`src/rtl/color_gen_pkg.sv`:
```
// Shared constants and state encoding for the parametrised RGBW colour generator.
package color_gen_pkg;

    localparam logic [7:0] MODE_DIRECT_C = 8'h21;
    localparam logic [7:0] MODE_HUE_C    = 8'hA4;
    localparam int         NUM_SEG       = 6;

    typedef enum logic [2:0] {
        ST_IDLE  = 3'd0,
        ST_SWEEP = 3'd1,
        ST_MIX   = 3'd2,
        ST_SCALE = 3'd3,
        ST_APPLY = 3'd4
    } state_t;

endpackage

```
`src/rtl/color_gen_param_lint_scaler.sv`:
```
// One channel of the intensity multiplier: out = (c * (lint + 1)) >> DW,
// built one multiplier bit per step; load seeds the +c term.
module lint_scaler #(
    parameter int DW = 8
) (
    input  logic          clk,
    input  logic          reset,
    input  logic          load_i,
    input  logic          step_i,
    input  logic [DW-1:0] c_i,
    input  logic [DW-1:0] lint_i,
    output logic [DW-1:0] prod_o
);

    logic [2*DW-1:0] acc_q, acc_d;
    logic [2*DW-1:0] mcand_q, mcand_d;
    logic [DW-1:0]   mult_q, mult_d;

    always_comb begin
        acc_d   = acc_q;
        mcand_d = mcand_q;
        mult_d  = mult_q;
        if (load_i) begin
            acc_d   = {{DW{1'b0}}, c_i};
            mcand_d = {{DW{1'b0}}, c_i};
            mult_d  = lint_i;
        end else if (step_i) begin
            if (mult_q[0]) begin
                acc_d = acc_q + mcand_q;
            end
            mcand_d = mcand_q << 1;
            mult_d  = mult_q >> 1;
        end
    end

    always_ff @(posedge clk or posedge reset) begin
        if (reset) begin
            acc_q   <= '0;
            mcand_q <= '0;
            mult_q  <= '0;
        end else begin
            acc_q   <= acc_d;
            mcand_q <= mcand_d;
            mult_q  <= mult_d;
        end
    end

    assign prod_o = acc_q[2*DW-1:DW];

endmodule

```
`src/rtl/color_gen_param.sv`:
```
// Hue-wheel / direct RGBW colour generator with white mix and multiplicative
// intensity; a start pulse is answered by a one-cycle valid with new outputs.
module color_gen_param
    import color_gen_pkg::*;
#(
    parameter int         DW          = 8,
    parameter int         HUE_W       = 8,
    parameter int         SEG_LEN     = 36,
    parameter int         STEP        = 7,
    parameter logic [7:0] MODE_DIRECT = MODE_DIRECT_C,
    parameter logic [7:0] MODE_HUE    = MODE_HUE_C
) (
    input  logic             clk,
    input  logic             reset,
    input  logic [7:0]       mode,
    input  logic             start,
    input  logic [DW-1:0]    lint,
    input  logic [HUE_W-1:0] color_idx,
    input  logic [DW-1:0]    white_in,
    input  logic [DW-1:0]    red_in,
    input  logic [DW-1:0]    green_in,
    input  logic [DW-1:0]    blue_in,
    output logic             busy,
    output logic             valid,
    output logic [DW-1:0]    red_out,
    output logic [DW-1:0]    green_out,
    output logic [DW-1:0]    blue_out,
    output logic [DW-1:0]    white_out,
    output logic [2:0]       dbg_state
);

    localparam logic [DW-1:0]    MAX      = '1;
    localparam logic [HUE_W-1:0] H_LAST   = HUE_W'(NUM_SEG * SEG_LEN - 1);
    localparam logic [HUE_W-1:0] OFF_LAST = HUE_W'(SEG_LEN - 1);
    localparam int               CW       = $clog2(DW + 1);

    function automatic logic [DW-1:0] sat_add(input logic [DW-1:0] a, input logic [DW-1:0] b);
        logic [DW:0] s;
        s = {1'b0, a} + {1'b0, b};
        return s[DW] ? MAX : s[DW-1:0];
    endfunction

    state_t           state_q, state_d;
    logic [HUE_W-1:0] h_q, h_d;
    logic [HUE_W-1:0] counter_q, counter_d;
    logic [HUE_W-1:0] off_q, off_d;
    logic [2:0]       seg_q, seg_d;
    logic [DW-1:0]    ramp_q, ramp_d;
    logic [DW-1:0]    white_q, white_d;
    logic [DW-1:0]    lint_q, lint_d;
    logic [CW-1:0]    sc_cnt_q, sc_cnt_d;
    logic             busy_q, busy_d;
    logic             valid_q, valid_d;
    logic [DW-1:0]    r_q, r_d, g_q, g_d, b_q, b_d, w_q, w_d;

    logic [DW-1:0] chan_r, chan_g, chan_b;
    logic [DW-1:0] mix_r, mix_g, mix_b;
    logic [DW-1:0] prod_r, prod_g, prod_b, prod_w;
    logic          sc_load, sc_step;

    // Wheel colour for the segment/ramp reached when the sweep stops.
    always_comb begin
        chan_r = '0;
        chan_g = '0;
        chan_b = '0;
        case (seg_q)
            3'd0: begin chan_r = MAX;          chan_b = ramp_q;       end
            3'd1: begin chan_r = MAX - ramp_q; chan_b = MAX;          end
            3'd2: begin chan_g = ramp_q;       chan_b = MAX;          end
            3'd3: begin chan_g = MAX;          chan_b = MAX - ramp_q; end
            3'd4: begin chan_r = ramp_q;       chan_g = MAX;          end
            default: begin chan_r = MAX;       chan_g = MAX - ramp_q; end
        endcase
    end

    assign mix_r = sat_add(chan_r, white_q);
    assign mix_g = sat_add(chan_g, white_q);
    assign mix_b = sat_add(chan_b, white_q);

    always_comb begin
        state_d   = state_q;
        h_d       = h_q;
        counter_d = counter_q;
        off_d     = off_q;
        seg_d     = seg_q;
        ramp_d    = ramp_q;
        white_d   = white_q;
        lint_d    = lint_q;
        sc_cnt_d  = sc_cnt_q;
        valid_d   = 1'b0;
        busy_d    = (state_q == ST_SWEEP) || (state_q == ST_MIX) || (state_q == ST_SCALE);
        r_d       = r_q;
        g_d       = g_q;
        b_d       = b_q;
        w_d       = w_q;
        sc_load   = 1'b0;
        sc_step   = 1'b0;
        case (state_q)
            ST_IDLE: begin
                if (start && mode == MODE_DIRECT) begin
                    r_d     = red_in;
                    g_d     = green_in;
                    b_d     = blue_in;
                    w_d     = white_in;
                    valid_d = 1'b1;
                end else if (start && mode == MODE_HUE) begin
                    h_d       = (color_idx > H_LAST) ? H_LAST : color_idx;
                    white_d   = white_in;
                    lint_d    = lint;
                    counter_d = '0;
                    off_d     = '0;
                    seg_d     = '0;
                    ramp_d    = '0;
                    state_d   = ST_SWEEP;
                end
            end
            ST_SWEEP: begin
                if (counter_q == h_q) begin
                    state_d = ST_MIX;
                end else begin
                    counter_d = counter_q + HUE_W'(1);
                    if (off_q == OFF_LAST) begin
                        off_d  = '0;
                        seg_d  = seg_q + 3'd1;
                        ramp_d = '0;
                    end else begin
                        off_d  = off_q + HUE_W'(1);
                        ramp_d = sat_add(ramp_q, DW'(STEP));
                    end
                end
            end
            ST_MIX: begin
                sc_load  = 1'b1;
                sc_cnt_d = '0;
                state_d  = ST_SCALE;
            end
            ST_SCALE: begin
                sc_step = 1'b1;
                if (sc_cnt_q == CW'(DW - 1)) begin
                    state_d = ST_APPLY;
                end else begin
                    sc_cnt_d = sc_cnt_q + CW'(1);
                end
            end
            ST_APPLY: begin
                r_d     = prod_r;
                g_d     = prod_g;
                b_d     = prod_b;
                w_d     = prod_w;
                valid_d = 1'b1;
                state_d = ST_IDLE;
            end
            default: state_d = ST_IDLE;
        endcase
    end

    always_ff @(posedge clk or posedge reset) begin
        if (reset) begin
            state_q   <= ST_IDLE;
            h_q       <= '0;
            counter_q <= '0;
            off_q     <= '0;
            seg_q     <= '0;
            ramp_q    <= '0;
            white_q   <= '0;
            lint_q    <= '0;
            sc_cnt_q  <= '0;
            busy_q    <= 1'b0;
            valid_q   <= 1'b0;
            r_q       <= '0;
            g_q       <= '0;
            b_q       <= '0;
            w_q       <= '0;
        end else begin
            state_q   <= state_d;
            h_q       <= h_d;
            counter_q <= counter_d;
            off_q     <= off_d;
            seg_q     <= seg_d;
            ramp_q    <= ramp_d;
            white_q   <= white_d;
            lint_q    <= lint_d;
            sc_cnt_q  <= sc_cnt_d;
            busy_q    <= busy_d;
            valid_q   <= valid_d;
            r_q       <= r_d;
            g_q       <= g_d;
            b_q       <= b_d;
            w_q       <= w_d;
        end
    end

    // Four identical scalers stepped by the single SCALE counter above.
    lint_scaler #(.DW(DW)) u_scale_r (
        .clk(clk), .reset(reset), .load_i(sc_load), .step_i(sc_step),
        .c_i(mix_r), .lint_i(lint_q), .prod_o(prod_r)
    );
    lint_scaler #(.DW(DW)) u_scale_g (
        .clk(clk), .reset(reset), .load_i(sc_load), .step_i(sc_step),
        .c_i(mix_g), .lint_i(lint_q), .prod_o(prod_g)
    );
    lint_scaler #(.DW(DW)) u_scale_b (
        .clk(clk), .reset(reset), .load_i(sc_load), .step_i(sc_step),
        .c_i(mix_b), .lint_i(lint_q), .prod_o(prod_b)
    );
    lint_scaler #(.DW(DW)) u_scale_w (
        .clk(clk), .reset(reset), .load_i(sc_load), .step_i(sc_step),
        .c_i(white_q), .lint_i(lint_q), .prod_o(prod_w)
    );

    assign busy      = busy_q;
    assign valid     = valid_q;
    assign red_out   = r_q;
    assign green_out = g_q;
    assign blue_out  = b_q;
    assign white_out = w_q;
    assign dbg_state = state_q;

endmodule

```
`config.mk`:
```
export PLATFORM = sky130hd
export DESIGN_NAME = color_gen_param
export DESIGN_NICKNAME = d
export VERILOG_FILES = /design/src/rtl/color_gen_pkg.sv /design/src/rtl/color_gen_param_lint_scaler.sv /design/src/rtl/color_gen_param.sv
export SDC_FILE = /design/constraint.sdc
export NUM_CORES = 1
export LEC_CHECK = 0
export CAP_MARGIN = 40
export CORE_ASPECT_RATIO = 0.5
export CORE_MARGIN = 1.5
export CORE_UTILIZATION = 50
export DETAILED_ROUTE_END_ITERATION = 8
export DONT_BUFFER_PORTS = 1
export PLACE_DENSITY = 0.76
export SLEW_MARGIN = 40
export SYNTH_ARGS = -nofsm -noshare
export SYNTH_HDL_FRONTEND = slang
export SYNTH_SLANG_ARGS = --single-unit
export TNS_END_PERCENT = 50
```
`constraint.sdc`:
```
create_clock -name clk -period 7.7 [get_ports clk]
set_input_delay 1.155 -clock clk [delete_from_list [all_inputs] [get_ports clk]]
set_output_delay 1.155 -clock clk [all_outputs]
set_load 0.03 [all_outputs]
```
# Word-level counts from Yosys, hierarchy flattened
# Cells that the tools add are included.
[totals]
register_bits = 252
out_inout_bits = 37
elab_cells = 161
[op_classes]
addsub = 13
magnitude_cmp = 1
eq_ne = 21
muxes = 70
bitwise_logic = 1
n_reduce_logical = 28
[op_table]
columns = ["cell", "n"]
rows = [
  ["$mux 16", 20],
  ["$mux 8", 24],
  ["$pmux 8 s2", 7],
  ["$pmux 8 s3", 3],
  ["$add 16x16->16", 4],
  ["$add 8x8->9", 3],
  ["$mux 3", 8],
  ["$add 8x1->8 const B", 2],
  ["$eq 8x6->1 const B", 2],
  ["$reduce_bool 2->1", 8],
  ["$eq 3x2->1 const B", 4],
  ["$pmux 3 s4", 1],
  ["$reduce_and 2->1", 6],
  ["$ne 2x2->1 const B", 5],
  ["$add 8x3->9 const B", 1],
  ["$eq 8x8->1", 1],
  ["$eq 8x8->1 const B", 1],
  ["$gt 8x8->1 const B", 1],
  ["$pmux 4 s2", 1],
  ["$reduce_and 4->1", 2],
  ["$reduce_or 2->1", 4],
  ["$sub 8x8->8 const A", 1],
  ["$eq 3x1->1 const B", 2],
  ["$eq 3x3->1 const B", 2],
  ["14 further kinds", 21],
]

# Logic depth before layout (Yosys ltp)
# Gate-level depths: netlist of the first run.
[logic_depth]
depth_word = 6
depth_mapped = 18

# Modules after synthesis
# Synthesis of the first run repeated with hierarchy kept, for this count alone.
[hier_totals]
hier_cells = 1783
area_unflattened_um2 = 16143.0
[by_module_without_submodules]
columns = ["mod", "instances", "cells_per_inst", "area_per_inst_um2"]
rows = [
  ["lint_scaler at u_scale_g ...", 3, 263, 2498.6],
  ["color_gen_param", 1, 726, 6157.2],
  ["lint_scaler at u_scale_b", 1, 268, 2489.9],
]

# Worst setup path after synthesis of the first run
# Ideal clock, no wire load.
[synth_path]
path_type = "register to register"
from = "register seg_q[2]"
to = "register u_scale_r.mcand_q[2]"
arrival_ps = 3402
required_time_ps = 7574
path_slack_ps = 4172
stages_incl_launch_ff = 17
n_path_buf = 2
period_less_slack_ps = 3528
path_cell_list = "dfrtp_1 -> clkbuf_1 -> inv_1 -> ha_1 -> clkbuf_1 -> nor3_1 -> a211oi_1 -> a31oi_1 -> ha_1 -> nor2b_1 -> o21ai_0 -> a21boi_1 -> o21a_1 -> o21ai_1 -> nor2b_1 -> nand2_1 -> a221o_1"
[synth_between]
elab_chain_cells = 6
word_cells_on_any_way = 9
[synth_rtl]
columns = ["item", "line", "text"]
rows = [
  ["start: declaration", "color_gen_param.sv:47", "logic [2:0] seg_q, seg_d;"],
  ["start signal: assignment", "color_gen_param.sv:179", "seg_q <= seg_d;"],
  ["$eq 3x2->1", "color_gen_param.sv:66", "case (seg_q)"],
  ["$reduce_or 2->1 (no line)", "--", ""],
  ["$pmux 8 s3 (*)", "color_gen_param.sv:66", ""],
  ["$add 8x8->9 (*)", "color_gen_param.sv:39", "s = {1'b0, a} + {1'b0, b};"],
  ["$mux 8 (*)", "color_gen_param.sv:40", "return s[DW] ? MAX : s[DW-1:0];"],
  ["$mux 16 (*)", "color_gen_param_lint_scaler.sv:23", "if (load_i) begin"],
  ["end signal: assignment", "color_gen_param_lint_scaler.sv:43", "mcand_q <= mcand_d;"],
  ["end: declaration", "color_gen_param_lint_scaler.sv:16", "logic [2*DW-1:0] mcand_q, mcand_d;"],
]
# Every way passes the cells marked *; elsewhere a longest branch is shown, timed or not.
# A chain may end at the register's enable or synchronous reset.

# Worst setup path in the final report of the first run
[layout_path]
from = "register seg_q[0]"
to = "register u_scale_r.acc_q[7]"
[layout_between]
elab_chain_cells = 6
word_cells_on_any_way = 9
[layout_rtl]
columns = ["item", "line", "text"]
rows = [
  ["$eq 3x2->1", "color_gen_param.sv:66", ""],
  ["$reduce_or 2->1 (no line)", "--", ""],
  ["$pmux 8 s3 (*)", "color_gen_param.sv:66", ""],
  ["$add 8x8->9 (*)", "color_gen_param.sv:39", ""],
  ["$mux 8 (*)", "color_gen_param.sv:40", ""],
  ["$mux 16 (*)", "color_gen_param_lint_scaler.sv:23", ""],
  ["end signal: assignment", "color_gen_param_lint_scaler.sv:38", "acc_q <= '0;"],
  ["end signal: assignment", "color_gen_param_lint_scaler.sv:42", "acc_q <= acc_d;"],
  ["end: declaration", "color_gen_param_lint_scaler.sv:15", "logic [2*DW-1:0] acc_q, acc_d;"],
]
# Marked as above.

==> results of run 1 <==
[registers in the layout, summed over array words and instances, names as in the netlist, 3 cells and up]
name	cells
blue_out	8
counter_q	8
dbg_state	3
green_out	8
h_q	8
lint_q	8
off_q	8
ramp_q	8
red_out	8
sc_cnt_q	4
seg_q	3
u_scale_b.acc_q	16
u_scale_b.mcand_q	16
u_scale_g.acc_q	16
u_scale_g.mcand_q	16
u_scale_r.acc_q	16
u_scale_r.mcand_q	16
u_scale_w.acc_q	16
u_scale_w.mcand_q	16
u_scale_w.mult_q	8
white_out	8
white_q	8
[critical path: stages, from the launching register on]
cell and delay (ns):
dfrtp_1 0.44, ha_1 0.35, ha_1 0.36, nor3_1 0.74
a211oi_1 0.11, a31oi_1 0.21, ha_1 0.29, nor2b_1 0.14
o21ai_0 0.22, a21boi_1 0.15, o22a_1 0.24, nand2b_1 0.16
mux2_2 0.27, nor4_1 0.28, a21oi_1 0.08
[how the worst max path moves through the flow]
stage / start / end / slack (ns) / cells past startpoint
after floorplan: reset / blue_out[0]$_DFFE_PP0P_ / 0.30 / 1
after global placement: seg_q[0]$_DFFE_PP0P_ / u_scale_r.mcand_q[7]$_DFFE_PP0N_ / 3.71 / 16
after detailed placement: seg_q[0]$_DFFE_PP0P_ / u_scale_r.mcand_q[2]$_DFFE_PP0N_ / 3.61 / 14
after CTS: seg_q[0]$_DFFE_PP0P_ / u_scale_r.mcand_q[2]$_DFFE_PP0N_ / 3.59 / 14
after global routing: seg_q[0]$_DFFE_PP0P_ / u_scale_b.acc_q[6]$_DFFE_PP0P_ / 3.21 / 12
final: seg_q[0]$_DFFE_PP0P_ / u_scale_r.acc_q[7]$_DFFE_PP0P_ / 3.49 / 14
[cells in the mapped netlist (3+ instances only)]
master    instances  area [um^2]
o221ai_1         10         87.6
a21oi_1         101          505
fa_1              7          140
or2_2             4         25.0
o211ai_1          8         60.1
a21boi_1          4         30.0
nor2b_1          22          138
buf_2            16         80.1
ha_1             94         1180
nor4_1            3         18.8
o21a_1           14          105
nor2_1           90          338
xnor2_1          39          342
a221o_1           3         30.0
and2_1            8         50.1
a31oi_1          25          156
nor3_1           21          105
mux2_2            3         33.8
mux2i_1          46          460
a21o_1           23          173
or3_1            10         62.6
o21ai_1          20          100
and3_1           13         81.3
a211oi_1         20          150
a211o_1           5         43.8
clkbuf_1         55          206
nand4_1          13         81.3
nand2b_1         15         93.8
a22oi_1           6         45.0
a21boi_0          4         30.0
nand2_1         213          800
xor2_1           26          228
inv_1            46          173
o21ai_0         160          801
a32oi_1           3         26.3
dfrtp_1         228         5710
buf_1            10         37.5
o31ai_1          10         75.1
nand3_1          56          280
o22ai_1           5         31.3
a22o_1           40          350
[through the flow]
stage               std cells  area [um^2]
floorplan                1543        13900
global placement         1848        14200
detailed placement       1848        14200
CTS                      1890        15000
global route             1890        15000
finish                   1890        15000
[metal layers]
| metal | global-route usage | wire (um) | up-vias |
|---|---|---|---|
| li1 | - | - | 5481 |
| met1 | 0.353 | 16300 | 5703 |
| met2 | 0.388 | 15600 | 316 |
| met3 | 0.0428 | 2210 | 46 |
| met4 | 0.0570 | 772 | 0 |
| met5 | 0 | 0 | - |
[report_power, final]
group          internal, mW  total, mW  leakage, nW  switching, mW
Combinational          1.13       2.97         3.39           1.84
Sequential             1.51       1.93         3.02          0.419
Clock                 0.726       1.23        0.396          0.508
Total                  3.36       6.13         6.81           2.77
[logic make-up (layout without fill, tap and decap cells)]
logic type | count (synthesis) | count (layout) | share of synthesized area
AOI/OAI and AO/OA | 489 | 489 | 0.224
DFF | 228 | 228 | 0.411
adders and majority gates | 101 | 101 | 0.0947
buffers and inverters | 129 | 102 | 0.0366
xor gates and xnor gates | 65 | 65 | 0.0410
muxes | 49 | 49 | 0.0356
and+or+nand+nor | 482 | 482 | 0.158
[area by class of cell]
cell class,instances,area [um^2],share of cell area
multi-input cells,1186,7710,0.514
well taps,374,468,0.0312
inverters,47,184,0.0123
clock inverters,13,184,0.0123
repair buffers,13,105,0.00701
clock buffers,29,638,0.0426
flip-flops and latches,228,5710,0.381
==> run_results.csv, run 1 <==
group,metric,value,unit
outcome,outcome,"complete, no violations",
global_route,grt_pass1_wl,57400,um
setup_path,setup.worst_path.end_class,"register",
clock_network,numCtsBuffers,23,
sta,worst_pin_slew,0.852,ns
floorplanning,die_y,121,um
setup_path,reg2reg_from,"seg_q[0]$_DFFE_PP0P_",
synthesis,ys_types,77,
floorplanning,core,0.0269,mm^2
sta,slew_viol_final,0,
sta,fin_hold_ws,0.476,ns
setup_path,cp.required,8.07,ns
sta,min_period,4.21,ns
finish,layout_commonest_cell,"dfrtp_1",
finish,post-route-util,0.558,
sta,fmax,238,MHz
hold_path,min_to,"lint_q[5]$_DFFE_PP0P_",
sta,clock_skew,0.0247,ns
global_route,grt_pass1_vias,11300,
sta,setup_viol,0,
sta,finalCritPeriodShare,0.546,
clock_network,clk-insertion-delay-late,0.54,ns
route,drt-vias-per-instance,6.11,
setup_path,r2r_cells,14,
synthesis,async_flop_share,1.00,
setup_path,start_kind,"register",
sta,rsz0062_at_grt,"no",
clock_network,cts_sinks,228,
setup_path,crit_arrival,4.58,ns
route,drt_iter0_markers,895,
clock_network,clkSlewWorstSetupHoldPaths,0.07,ns
clock_network,cts_setup_buffers,0,
hold_path,hold_class,"reg -> reg",
sta,max_slew_margin,0.428,
global_route,grt.total_usage,0.246,
floorplanning,initial_core_util,0.518,
setup_path,critPathKind,"reg -> reg",
route,firstDrtPassIters,5,
place,io_buffers,0,
synthesis,syn-num-nets,1703,
clock_network,cts_root_buffer,"clkbuf_16",
synthesis,seq_area_frac_synth,0.411,
place,place.gp.congestion,0.906,
route,drt_drc_violations_left,0,
floorplanning,io_pins,96,
synthesis,syn-cell-area,0.0139,mm^2
finish,fillers,2369,
clock_network,clockBufferDepth,3,
synthesis,synth_warnings,0,
finish,syn_to_final_growth,7.88,%
sta,hold_violations,0,
synthesis,synth-edff-count,0,
setup_path,crit_fanout,11,
hold_path,hold_depth,2,
global_route,grt_antenna_before_repair,0,
finish,final_cell_mix,"dfrtp_1 (228), nand2_1 (211), o21ai_0 (160)",
clock_network,cts_resized,0,
pwr,power_leakage,6.81,nW
finish,layout-drive-gt1-share,0.0554,
place,post-place-ws,3.61,ns
route,drt-wirelength-per-cell,18.5,um
place,hpwlAfterDp,24100,um
setup_path,rrSetupSlack,3.49,ns
sta,fin_setup_tns,0,ns
sta,fin_ws,3.49,ns
synthesis,syn_area_per_cell,9.01,um^2
global_route,grt_max_degree,106,
floorplanning,die-area,0.0289,mm^2
synthesis,synth_cells,1543,
clock_network,h-tree-depth,1,
finish,num_antenna_cells,0,
route,drt-total-wl,34900,um
setup_path,r2r_end,"u_scale_r.acc_q[7]$_DFFE_PP0P_",
route,vias,11500,
route,ant_nets,0,
pwr,finalPower,6.13,mW
synthesis,synth_ff_type,"dfrtp_1",
pwr,powerDensity,409,mW/mm^2
pwr,vdd_ir_drop_max,0.000306,V
floorplanning,die_x,239,um
global_route,overflow,0,
flow_run,maxCapViolCount,0,
clock_network,cts.hold.buffers_added,0,
floorplanning,rows,42,
hold_path,hp-start,"lint_q[5]$_DFFE_PP0P_",
finish,nNetsFinal,1659,
synthesis,ys_ff_latch,228,
clock_network,cts_tree,"yes",
Power figures use the tool's default switching activity.
==> run 2: changes to the inputs <==
--- a/config.mk
+++ b/config.mk
@@ -11,7 +11,7 @@
 export CORE_UTILIZATION = 50
 export DETAILED_ROUTE_END_ITERATION = 8
 export DONT_BUFFER_PORTS = 1
-export PLACE_DENSITY = 0.76
+export PLACE_DENSITY = 0.73
 export SLEW_MARGIN = 40
 export SYNTH_ARGS = -nofsm -noshare
 export SYNTH_HDL_FRONTEND = slang
==> constraint.sdc (replaced) <==
create_clock -name clk -period 4.01 [get_ports clk]
set_input_delay 0.6015 -clock clk [delete_from_list [all_inputs] [get_ports clk]]
set_output_delay 0.6015 -clock clk [all_outputs]
set_load 0.03 [all_outputs]
==> run_results.csv, run 2 (synthesis results as in run 1) <==
group,metric,value,unit
setup_path,setup.worst_path.end_class,"register",
finish,seq_area,0.00571,mm^2
finish,final_cell_mix,"dfrtp_1 (228), nand2_1 (211), o21ai_0 (159)",
floorplanning,core,0.0269,mm^2
setup_path,start_kind,"register",
floorplanning,rows,42,
route,vias,11500,
floorplanning,die_y,121,um
hold_path,hold_class,"in -> reg",
place,place.gp.congestion,0.919,
sta,clock_skew,0.0301,ns
finish,multi_input_area,0.00774,mm^2
sta,rsz0062_at_grt,"no",
sta,min_period,3.69,ns
flow_run,maxCapViolCount,0,
finish,nNetsFinal,1665,
sta,slew_viol_final,0,
sta,fmax,271,MHz
finish,layout_commonest_cell,"dfrtp_1",
clock_network,clockBufferDepth,3,
clock_network,cts_setup_buffers,0,
global_route,grt_antenna_before_repair,0,
pwr,vdd_ir_drop_max,0.000648,V
outcome,outcome,"complete, no violations",
clock_network,h-tree-depth,1,
clock_network,cts_sinks,228,
clock_network,cts_root_buffer,"clkbuf_16",
sta,fin_setup_tns,0,ns
clock_network,clkSlewWorstSetupHoldPaths,0.07,ns
sta,max_slew_margin,0.453,
clock_network,numCtsBuffers,22,
route,drt-total-wl,35200,um
place,io_buffers,0,
setup_path,crit_fanout,12,
route,drt-vias-per-instance,6.08,
clock_network,clk-insertion-delay-late,0.54,ns
floorplanning,io_pins,96,
sta,setup_viol,0,
finish,fillers,2301,
finish,layout-drive-gt1-share,0.0612,
place,hpwlAfterDp,24100,um
setup_path,crit_arrival,4.15,ns
global_route,overflow,0,
pwr,powerDensity,775,mW/mm^2
route,firstDrtPassIters,5,
route,drt_drc_violations_left,0,
floorplanning,initial_core_util,0.518,
global_route,grt.total_usage,0.247,
setup_path,rrSetupSlack,0.32,ns
clock_network,cts_tree,"yes",
floorplanning,die_x,239,um
route,drt-wirelength-per-cell,18.6,um
route,ant_nets,0,
finish,syn_to_final_growth,8.18,%
global_route,grt_pass1_wl,57500,um
floorplanning,die-area,0.0289,mm^2
place,dp.cells,1854,
pwr,power_leakage,6.83,nW
sta,finalCritPeriodShare,0.921,
setup_path,critPathKind,"reg -> reg",
sta,worst_pin_slew,0.820,ns
hold_path,hold_depth,2,
global_route,grt_pass1_vias,11200,
global_route,grt_max_degree,142,
setup_path,r2r_cells,15,
sta,hold_violations,0,
route,drt_iter0_markers,992,
finish,stdcell_count,1894,
setup_path,cp.required,4.47,ns
## run 2: cell types whose count changed in the layout (fill, tap and decap cells not counted), moves of 2 or more
cell / previous run / this run
clkinv_2: 3 / 6
buf_4: 11 / 17
buf_12: 0 / 2
clkinvlp_4: 3 / 1
buf_6: 2 / 0
inv_6: 2 / 0
ha_1: 94 / 92
## run 2: final cells by class
class                      instances  share of cell area
tap                              374              0.0311
clock buffer                      28              0.0414
antenna                            1            0.000166
sequential                       228               0.379
timing repair buffer              20              0.0118
multi-input combinational       1186               0.515
inverter                          47              0.0120
clock inverter                    10             0.00907
## run 2: worst paths after layout
path                                  startpoint                             end
min in group asynchronous                  reset          red_out[0]$_DFFE_PP0P_
max in group asynchronous                  reset          white_q[7]$_DFFE_PP0P_
setup / recovery            seg_q[0]$_DFFE_PP0P_  u_scale_g.acc_q[3]$_DFFE_PP0P_
hold reg to reg            lint_q[5]$_DFFE_PP0P_           lint_q[5]$_DFFE_PP0P_
setup reg to reg            seg_q[0]$_DFFE_PP0P_  u_scale_g.acc_q[3]$_DFFE_PP0P_
hold / removal                       white_in[5]          white_q[5]$_DFFE_PP0P_
## run 2: timing repair
item | in CTS | in global routing
setup endpoints to repair | 0 | 25
gates resized for setup | 0 | 7
endpoints found under the hold margin | 16 | 0
hold buffers | 1 | 0
## run 2: power breakdown
part | switching, mW | total, mW | internal (mW)
Clock | 0.945 | 2.24 | 1.29
Sequential | 0.816 | 3.71 | 2.90
Combinational | 3.49 | 5.71 | 2.21
## run 2: metrics by stage
stage          hold WS (ns)  utilization  setup slack [ns]  cell area, um^2  total power [mW]
2_1_floorplan         0.446            -             0.429            13900              7.94
3_3_place_gp          0.465        0.530             0.359            14200              9.07
3_5_place_dp          0.477        0.530             0.119            14200              9.32
4_1_cts               0.148        0.559             0.108            15000              11.6
5_1_grt               0.165        0.560            0.0169            15000              12.5
6_report              0.165        0.560             0.318            15000              11.7
## run 2: metal layers
metal,part of all wire,track usage,up-vias,wire (um)
met5,0,0,-,0
met4,0.013,0.0530,0,464
met3,0.066,0.0473,42,2320
met2,0.44,0.383,336,15600
met1,0.48,0.358,5661,16800
li1,-,-,5478,-
## run 2: critical path: stages (launching register included)
cell      delay, ns
dfrtp_1        0.42
inv_1          0.09
ha_1           0.35
or3_1          0.55
o221ai_1       0.25
ha_1           0.21
inv_1          0.06
fa_1           0.39
nor2b_1        0.11
o21ai_0        0.11
a21boi_0       0.27
o21ai_1        0.15
a31o_2         0.27
inv_1          0.13
o21ai_0        0.15
o21ai_0        0.12
